File: src/rtl/aont_pkg.sv
// Shared types, constants and MAC helper for the AONT chaffing path.
// The winnower uses the same mac_fold so both ends agree on the tag.
package aont_pkg;

    localparam int BW     = 64;
    localparam int MACLEN = 8;

    typedef logic [BW-1:0]     block_t;
    typedef logic [MACLEN-1:0] mac_t;

    // Fibonacci taps 64,63,61,60 expressed as bit positions 63,62,60,59
    localparam logic [63:0] LFSR_TAPS = 64'hD800_0000_0000_0000;

    typedef enum logic [1:0] {
        IDLE,
        FIRST,
        SECOND
    } state_t;

    // XOR of every MACLEN-wide slice of the block, the key and the sequence
    // number (caller zero-extends the sequence number into seq)
    function automatic mac_t mac_fold(input block_t block, input mac_t key, input mac_t seq);
        mac_t acc;
        acc = key ^ seq;
        for (int i = 0; i < BW / MACLEN; i++) begin
            acc = acc ^ block[i*MACLEN +: MACLEN];
        end
        return acc;
    endfunction

endpackage

File: src/rtl/chaff_lfsr.sv
// 64-bit Fibonacci LFSR shifting left with feedback into bit 0.
// Advances only when i_step is high; reloads SEED on reset.
module chaff_lfsr
    import aont_pkg::*;
#(
    parameter logic [63:0] SEED = 64'hACE1_0F0F_5A5A_1234
) (
    input  logic        clk,
    input  logic        rstn,
    input  logic        i_step,
    output logic [63:0] o_state
);

    logic [63:0] r_lfsr;
    logic        w_fb;

    assign w_fb    = ^(r_lfsr & LFSR_TAPS);
    assign o_state = r_lfsr;

    // Shift register: one step per enabled clock, SEED on reset
    always_ff @(posedge clk or negedge rstn) begin
        if (!rstn) begin
            r_lfsr <= SEED;
        end else if (i_step) begin
            r_lfsr <= {r_lfsr[62:0], w_fb};
        end
    end

endmodule

File: src/rtl/aont_chaffer.sv
// Splits one AONT message into blocks and emits each as a (real, chaff)
// pair. The pair order and chaff content come from the LFSR value held
// while the pair is being sent; the LFSR steps once per completed pair.
module aont_chaffer
    import aont_pkg::*;
#(
    parameter int          noofblocks = 8,
    parameter int          lslen      = 16,
    parameter int          lslenlog   = 4,
    parameter int          maclen     = 8,
    parameter logic [63:0] SEED       = 64'hACE1_0F0F_5A5A_1234
) (
    input  logic                                  clk,
    input  logic                                  rstn,
    input  logic                                  in_valid,
    output logic                                  in_ready,
    input  logic [lslen*lslenlog*noofblocks-1:0]  msgIn,
    input  logic [maclen-1:0]                     mac_key,
    output logic                                  out_valid,
    input  logic                                  out_ready,
    output logic [lslen*lslenlog-1:0]             out_block,
    output logic [$clog2(noofblocks)-1:0]         out_seq,
    output logic [maclen-1:0]                     out_mac,
    output logic                                  out_is_chaff
);

    // Block and MAC widths here must equal the package BW / MACLEN
    localparam int BLK_W = lslen * lslenlog;
    localparam int SW    = $clog2(noofblocks);

    state_t        r_state;
    state_t        w_state_next;
    logic          r_alive;
    logic [SW-1:0] r_idx;
    logic [SW-1:0] w_idx_inc;
    mac_t          r_key;
    block_t        r_cur_block;
    block_t        r_blocks [noofblocks];
    block_t        w_in_blocks [noofblocks];
    logic [63:0]   w_lfsr;
    logic          w_accept;
    logic          w_step;
    logic          w_last;
    logic          w_in_ready;
    logic          w_out_valid;
    logic          w_is_chaff;
    mac_t          w_real_mac;
    mac_t          w_chaff_mac;

    for (genvar gi = 0; gi < noofblocks; gi++) begin : g_split
        assign w_in_blocks[gi] = msgIn[gi*BLK_W +: BLK_W];
    end

    assign w_idx_inc = r_idx + SW'(1);
    assign w_last    = (r_idx == SW'(noofblocks - 1));

    chaff_lfsr #(
        .SEED (SEED)
    ) u_lfsr (
        .clk     (clk),
        .rstn    (rstn),
        .i_step  (w_step),
        .o_state (w_lfsr)
    );

    // Next-state and handshake decode; a pair completes on the SECOND beat
    always_comb begin
        w_state_next = r_state;
        w_accept     = 1'b0;
        w_step       = 1'b0;
        w_in_ready   = 1'b0;
        w_out_valid  = 1'b0;
        case (r_state)
            IDLE: begin
                w_in_ready = r_alive;
                if (in_valid && r_alive) begin
                    w_accept     = 1'b1;
                    w_state_next = FIRST;
                end
            end
            FIRST: begin
                w_out_valid = 1'b1;
                if (out_ready) begin
                    w_state_next = SECOND;
                end
            end
            SECOND: begin
                w_out_valid = 1'b1;
                if (out_ready) begin
                    w_step       = 1'b1;
                    w_state_next = w_last ? IDLE : FIRST;
                end
            end
            default: w_state_next = IDLE;
        endcase
    end

    // Control state, latched key and the prefetched real block of the current pair
    always_ff @(posedge clk or negedge rstn) begin
        if (!rstn) begin
            r_state     <= IDLE;
            r_alive     <= 1'b0;
            r_idx       <= '0;
            r_key       <= '0;
            r_cur_block <= '0;
        end else begin
            r_state <= w_state_next;
            r_alive <= 1'b1;
            if (w_accept) begin
                r_idx       <= '0;
                r_key       <= mac_key;
                r_cur_block <= w_in_blocks[0];
            end else if (w_step && !w_last) begin
                r_idx       <= w_idx_inc;
                r_cur_block <= r_blocks[w_idx_inc];
            end
        end
    end

    // Message store; contents are don't-care until the next accept
    always_ff @(posedge clk) begin
        if (w_accept) begin
            for (int i = 0; i < noofblocks; i++) begin
                r_blocks[i] <= w_in_blocks[i];
            end
        end
    end

    // L[0]=0 sends real first; the chaff tag is offset by a nonzero mask
    always_comb begin
        w_is_chaff  = (r_state == FIRST) ? w_lfsr[0] : ~w_lfsr[0];
        w_real_mac  = mac_fold(r_cur_block, r_key, mac_t'(r_idx));
        w_chaff_mac = mac_fold(w_lfsr, r_key, mac_t'(r_idx)) ^ mac_t'(w_lfsr[15:8] | 8'h01);
    end

    assign in_ready     = w_in_ready;
    assign out_valid    = w_out_valid;
    assign out_is_chaff = w_out_valid & w_is_chaff;
    assign out_seq      = w_out_valid ? r_idx : '0;
    assign out_block    = !w_out_valid ? '0 : (w_is_chaff ? w_lfsr : r_cur_block);
    assign out_mac      = !w_out_valid ? '0 : (w_is_chaff ? w_chaff_mac : w_real_mac);

endmodule

File: config.mk
export PLATFORM = sky130hd
export DESIGN_NAME = aont_chaffer
export DESIGN_NICKNAME = d
export VERILOG_FILES = /design/src/rtl/aont_pkg.sv /design/src/rtl/chaff_lfsr.sv /design/src/rtl/aont_chaffer.sv
export SDC_FILE = /design/constraint.sdc
export NUM_CORES = 1
export LEC_CHECK = 0
export ABC_AREA = 1
export ABC_CLOCK_PERIOD_IN_PS = 13600
export BUFFER_PORTS_ARGS = -buffer_cell sky130_fd_sc_hd__clkbuf_2
export CORE_MARGIN = 2
export CORE_UTILIZATION = 45
export CTS_CLUSTER_DIAMETER = 200
export DETAILED_ROUTE_END_ITERATION = 10
export PLACE_DENSITY = 0.76
export SLEW_MARGIN = 25
export SYNTH_ARGS = -nofsm -noshare
export SYNTH_HDL_FRONTEND = slang
export SYNTH_SLANG_ARGS = --single-unit
export TNS_END_PERCENT = 1
File: constraint.sdc
create_clock -name clk -period 13.6 [get_ports clk]
set_input_delay 1.36 -clock clk [delete_from_list [all_inputs] [get_ports clk]]
set_output_delay 1.36 -clock clk [all_outputs]
set_load 0.005 [all_outputs]
== Word-level counts from Yosys, hierarchy flattened ==
Memory sizes are Yosys's and may differ from the RTL's.
Cells that the tools add are included.
Word-level totals
  memory bits (writable): 512
  memories kept: 1
  word-level logic and storage cells: 65
  register bits after elaboration: 142
  output and inout bits: 78
  bits of input ports: 524
Memories
  r_blocks: depth 8, bits a word 64, read ports 1, clocked after Yosys merged registers in 0, wr ports 8, line aont_chaffer.sv:38  | block_t r_blocks [noofblocks];
Operators by class
  add/subtract/negate cells: 1
  reductions and logical operators: 8
  mux-type cells: 23
  equal/unequal tests: 6
  bitwise gates (word level): 20
Operators by type and width (number)
  $mux 64: 4
  $xor 8x8->8: 17
  $reduce_xor 64->1: 1
  $mux 8: 2
  $mux 1: 10
  $mux 3: 3
  $xor 8x3->8: 1
  $mux 2: 3
  $ne 2x2->1 const B: 3
  $pmux 2 s3: 1
  $add 3x1->3 const B: 1
  $eq 3x3->1 const B: 1
  $reduce_and 3->1: 1
  $eq 2x1->1 const B: 1
  $eq 2x2->1 const B: 1
  $logic_and 1x1->1: 2
  $logic_not 2->1: 1
  $reduce_bool 2->1: 1
  $reduce_or 2->1: 1
  $and 1x1->1: 1
  $logic_not 1->1: 1
  $not 1->1: 1

== Longest topological paths before layout ==
  depth in word-level cells: 12
  depth in mapped cells: 13

== By module ==
From an unflattened synthesis, not the netlist that was laid out.
Second synthesis, totals
  cell total of the unflattened synthesis: 2726
  area, all modules: 28592.4 um2
Modules (own cells, without submodules)
  aont_chaffer: area an instance 25972.4 um2, cells an instance 2472, times used 1, seq. area each 17326.6 um2
  chaff_lfsr: area an instance 2620.0 um2, cells an instance 254, times used 1, seq. area each 1637.8 um2

== Worst setup path before layout ==
Ideal clock, no wire load.
  path kind: input to register
  start: input in_valid
  end: register r_key[1]
  setup time: 0.425 ns
  stages: 5
  path buffers: 2
  arrival time: 7.923 ns
  data required time: 13.175 ns
  setup slack: 5.251 ns
  cell sequence: nand2_1 -> inv_1 -> buf_2 -> buf_2 -> o21ai_0
On the way
  word-level cells in the longest chain between the ends: 3
RTL lines
  from (decl): line aont_chaffer.sv:15  | input logic in_valid,
  $logic_and 1x1->1: line aont_chaffer.sv:76  | if (in_valid && r_alive) begin
  $mux 1: line aont_chaffer.sv:76
  $mux 1: line aont_chaffer.sv:73  | case (r_state)
  named net w_accept: line aont_chaffer.sv:41  | logic w_accept;
  to (signal assigned): line aont_chaffer.sv:111  | r_key <= mac_key;
  to (decl): line aont_chaffer.sv:36  | mac_t r_key;
The timed path passes the listed nets, and every way through them passes these cells.
A chain may end at the register's enable or synchronous reset.

== Worst setup path after layout ==
  start: register r_state[0]
  end: output out_block[45]
On the way
  word-level cells in the longest chain between the ends: 4
  elaborated cells between the ends (all ways): 7
RTL lines
  from (decl): line aont_chaffer.sv:31  | state_t r_state;
  from (signal assigned): line aont_chaffer.sv:107  | r_state <= w_state_next;
  $eq 2x1->1 or $eq 2x2->1 (tied branches): line aont_chaffer.sv:73, aont_chaffer.sv:131
  $mux 1 or $reduce_or 2->1 (tied branches)
  $mux 64 or $mux 1 (tied branches): line aont_chaffer.sv:140, aont_chaffer.sv:73
  $mux 64 (*): line aont_chaffer.sv:140  | assign out_block = !w_out_valid ? '0 : (w_is_chaff ? w_lfsr : r_cur_block);
  to (decl): line aont_chaffer.sv:21  | output logic [lslen*lslenlog-1:0] out_block,
Mark *: on every way between the ends. The rest lies on a longest branch, timed or not.

==> out/metrics.csv <==
metric,value,unit
Buf/Inv on CP,4,
number of remaining DRC errors,0,
Vias,22700,
Detail Route Antenna Nets,0,
Die Span Y,255,um
yosys warns,0,
PortBufs,601,
CTS Sinks,654,
layout cell share with drive strength beyond 1,0.232,
RSZ-0062 raised after global routing,false,
biggest cell delay along the critical path,0.76,ns
clk slew on worst S/H paths,0.05,ns
"Avg Cell Area, Syn",10.4,um^2
Die W,255,um
first-pass GRT wire length,133000,um
Slew @ Worst Pin,1.04,ns
initial antenna violation count,23,
cts hold-fix bufs,0,
Top delay family on crit path,buffers and inverters,
Initial Util,0.453,
CTS Buf Count,71,
Crit path arrival time,3.45,ns
Area growth syn-to-layout,20.5,%
Synth Instances,2732,
Nets,3804,
grt ovf,0,
Final Max Tran Viols,0,
Die Area,65300,um^2
CTS Buffer Depth,3,
placed instance area,31900,um^2
crit share post-route,0.354,
MaxCap Viol Count,0,
"commonest cells after routing, fill and taps aside","clkbuf_2, nand2_1, edfxtp_1, nor2_1, o21ai_0",
total power density per cell area,243,nW/um^2
outcome,finished clean,
GRT Total Usage,0.272,
io pins,602,
routed len/inst,21.5,um
clock latency on the worst-skew pair,0.62,ns
final instance area,34300,um^2
"most common cell after layout, fill and taps aside",clkbuf_2,
first-pass iteration count of the detailed router,6,
Fin Hold WS,0.495,ns
CTS tree,done,
count of final setup violators,0,
CP Capture Type,primary output,
synthesis-stage register bit count,654,
Final HPWL DP,63400,um
clk root buf,clkbuf_16,
Yosys cell types,33,
crit path cell chain,inv_1 > ha_1 > buf_4 > clkinv_1 > a211oi_1 > clkbuf_2,
Iter 0 DRT Violations,2335,
CP Class,reg2out,
dpl ws,8.22,ns
Placer Congestion,0.909,
Resized cells post-CTS,0,
Worst VDD drop,0.177,mV
Worst path slowest cell,clkinv_1,
overall power,8340,uW
fmax,208,MHz
post-CTS setup buffers,0,
routed wire length,90000,um
Critical Path RT,12.24,ns
synthesized cell area,28500,um^2
Worst slew margin,0.308,
Hold Fails Final Rpt,0,
fin worst setup slack,8.79,ns
pin count of the biggest net entering global routing,152,
register area share after synthesis,0.666,
leakage,0.0140,uW
Setup TNS,0,ns
crit path max fanout,59,
Setup crit start kind,register,
Core ar.,62900,um^2
vias in the first global route,21600,
Hold Path Class,reg2reg,
syn nets,3262,
Avg Vias per Cell,5.42,
clock period minus worst slack,4.81,ns
Rows,92,
Worst Clk Skew,0.0349,ns
depth of the CTS H-tree,3,
worst paths after layout:
kind                                   start  cells past startpoint                end  slack, ns
setup / recovery                  r_state[0]                      6      out_block[45]       8.79
setup reg to reg                  r_state[0]                     12    r_cur_block[29]       9.19
min in group asynchronous               rstn                      1           r_key[6]       0.85
hold / removal             u_lfsr.o_state[2]                      2  u_lfsr.o_state[2]       0.49
hold reg to reg            u_lfsr.o_state[2]                      2  u_lfsr.o_state[2]       0.49
max in group asynchronous               rstn                      2           r_idx[0]      11.33
state kept, by name, indices dropped and copies added (netlist names):
signal / count
r_alive: 1
r_blocks: 512
r_cur_block: 64
r_idx: 3
r_key: 8
r_state: 2
u_lfsr.o_state: 64
power breakdown:
group	switching (uW)	total [uW]	internal, uW
registers	423	3020	2600
logic	2320	3430	1110
clock network	819	1880	1060
metal layers:
layer | part of all wire | up-vias | track usage | routed length [um]
li1 | - | 10500 | - | -
met1 | 0.39 | 10900 | 0.361 | 35500
met2 | 0.48 | 1140 | 0.435 | 43000
met3 | 0.084 | 189 | 0.0541 | 7540
met4 | 0.042 | 14 | 0.125 | 3810
met5 | 0.0011 | - | 0 | 95
cells by family (layout without fill, tap and decap cells):
logic type / Yosys count / in the layout / synth area share
buf+inv: 346 / 946 / 0.0534
simple gates: 1056 / 1056 / 0.150
other cells: 1 / 18 / 0.000132
compound gates: 631 / 631 / 0.116
xor+xnor: 38 / 38 / 0.0117
flops: 654 / 654 / 0.666
fa+ha+maj: 6 / 6 / 0.00264
worst min-delay path, delay by kind of cell (launching register included):
| family | cells | cell delay [ns] |
|---|---|---|
| flip-flops | 1 | 0.38 |
| AND/OR/NAND/NOR | 2 | 0.11 |
stage by stage:
stage	utilization	cells
after global routing	0.546	4193
after floorplan	-	2732
after detailed placement	0.508	4046
final	0.546	4195
after global placement	0.508	4046
after CTS	0.544	4177
synthesized netlist by cell type, drive strengths merged:
master  count  area (um^2)
o21ai     497         2490
a21oi      48          240
nand2     535         2010
nand2b      3         18.8
inv       191          719
xnor2      23          201
a21o        1         7.51
a21boi      1         7.51
clkbuf     78          293
or2         3         18.8
dfstp      29          762
o22ai      66          413
edfxtp    512        15400
xor2       15          131
dfrtp     113         2830
nand3b      9         67.6
clkinv      1         3.75
a211oi     18          135
nand3      60          300
buf        76          503
conb        1         3.75
nor2      382         1450
nand4      64          400
ha          6         75.1
final cells by class:
type | instances | area (um^2)
timing repair buffer | 623 | 3220
inverter | 192 | 741
clock inverter | 34 | 358
tap | 846 | 1060
fill | 5373 | 28600
clock buffer | 97 | 1910
antenna | 17 | 42.5
multi-input combinational | 1732 | 8000
sequential | 654 | 19000
(Power assumes the default switching activity.)
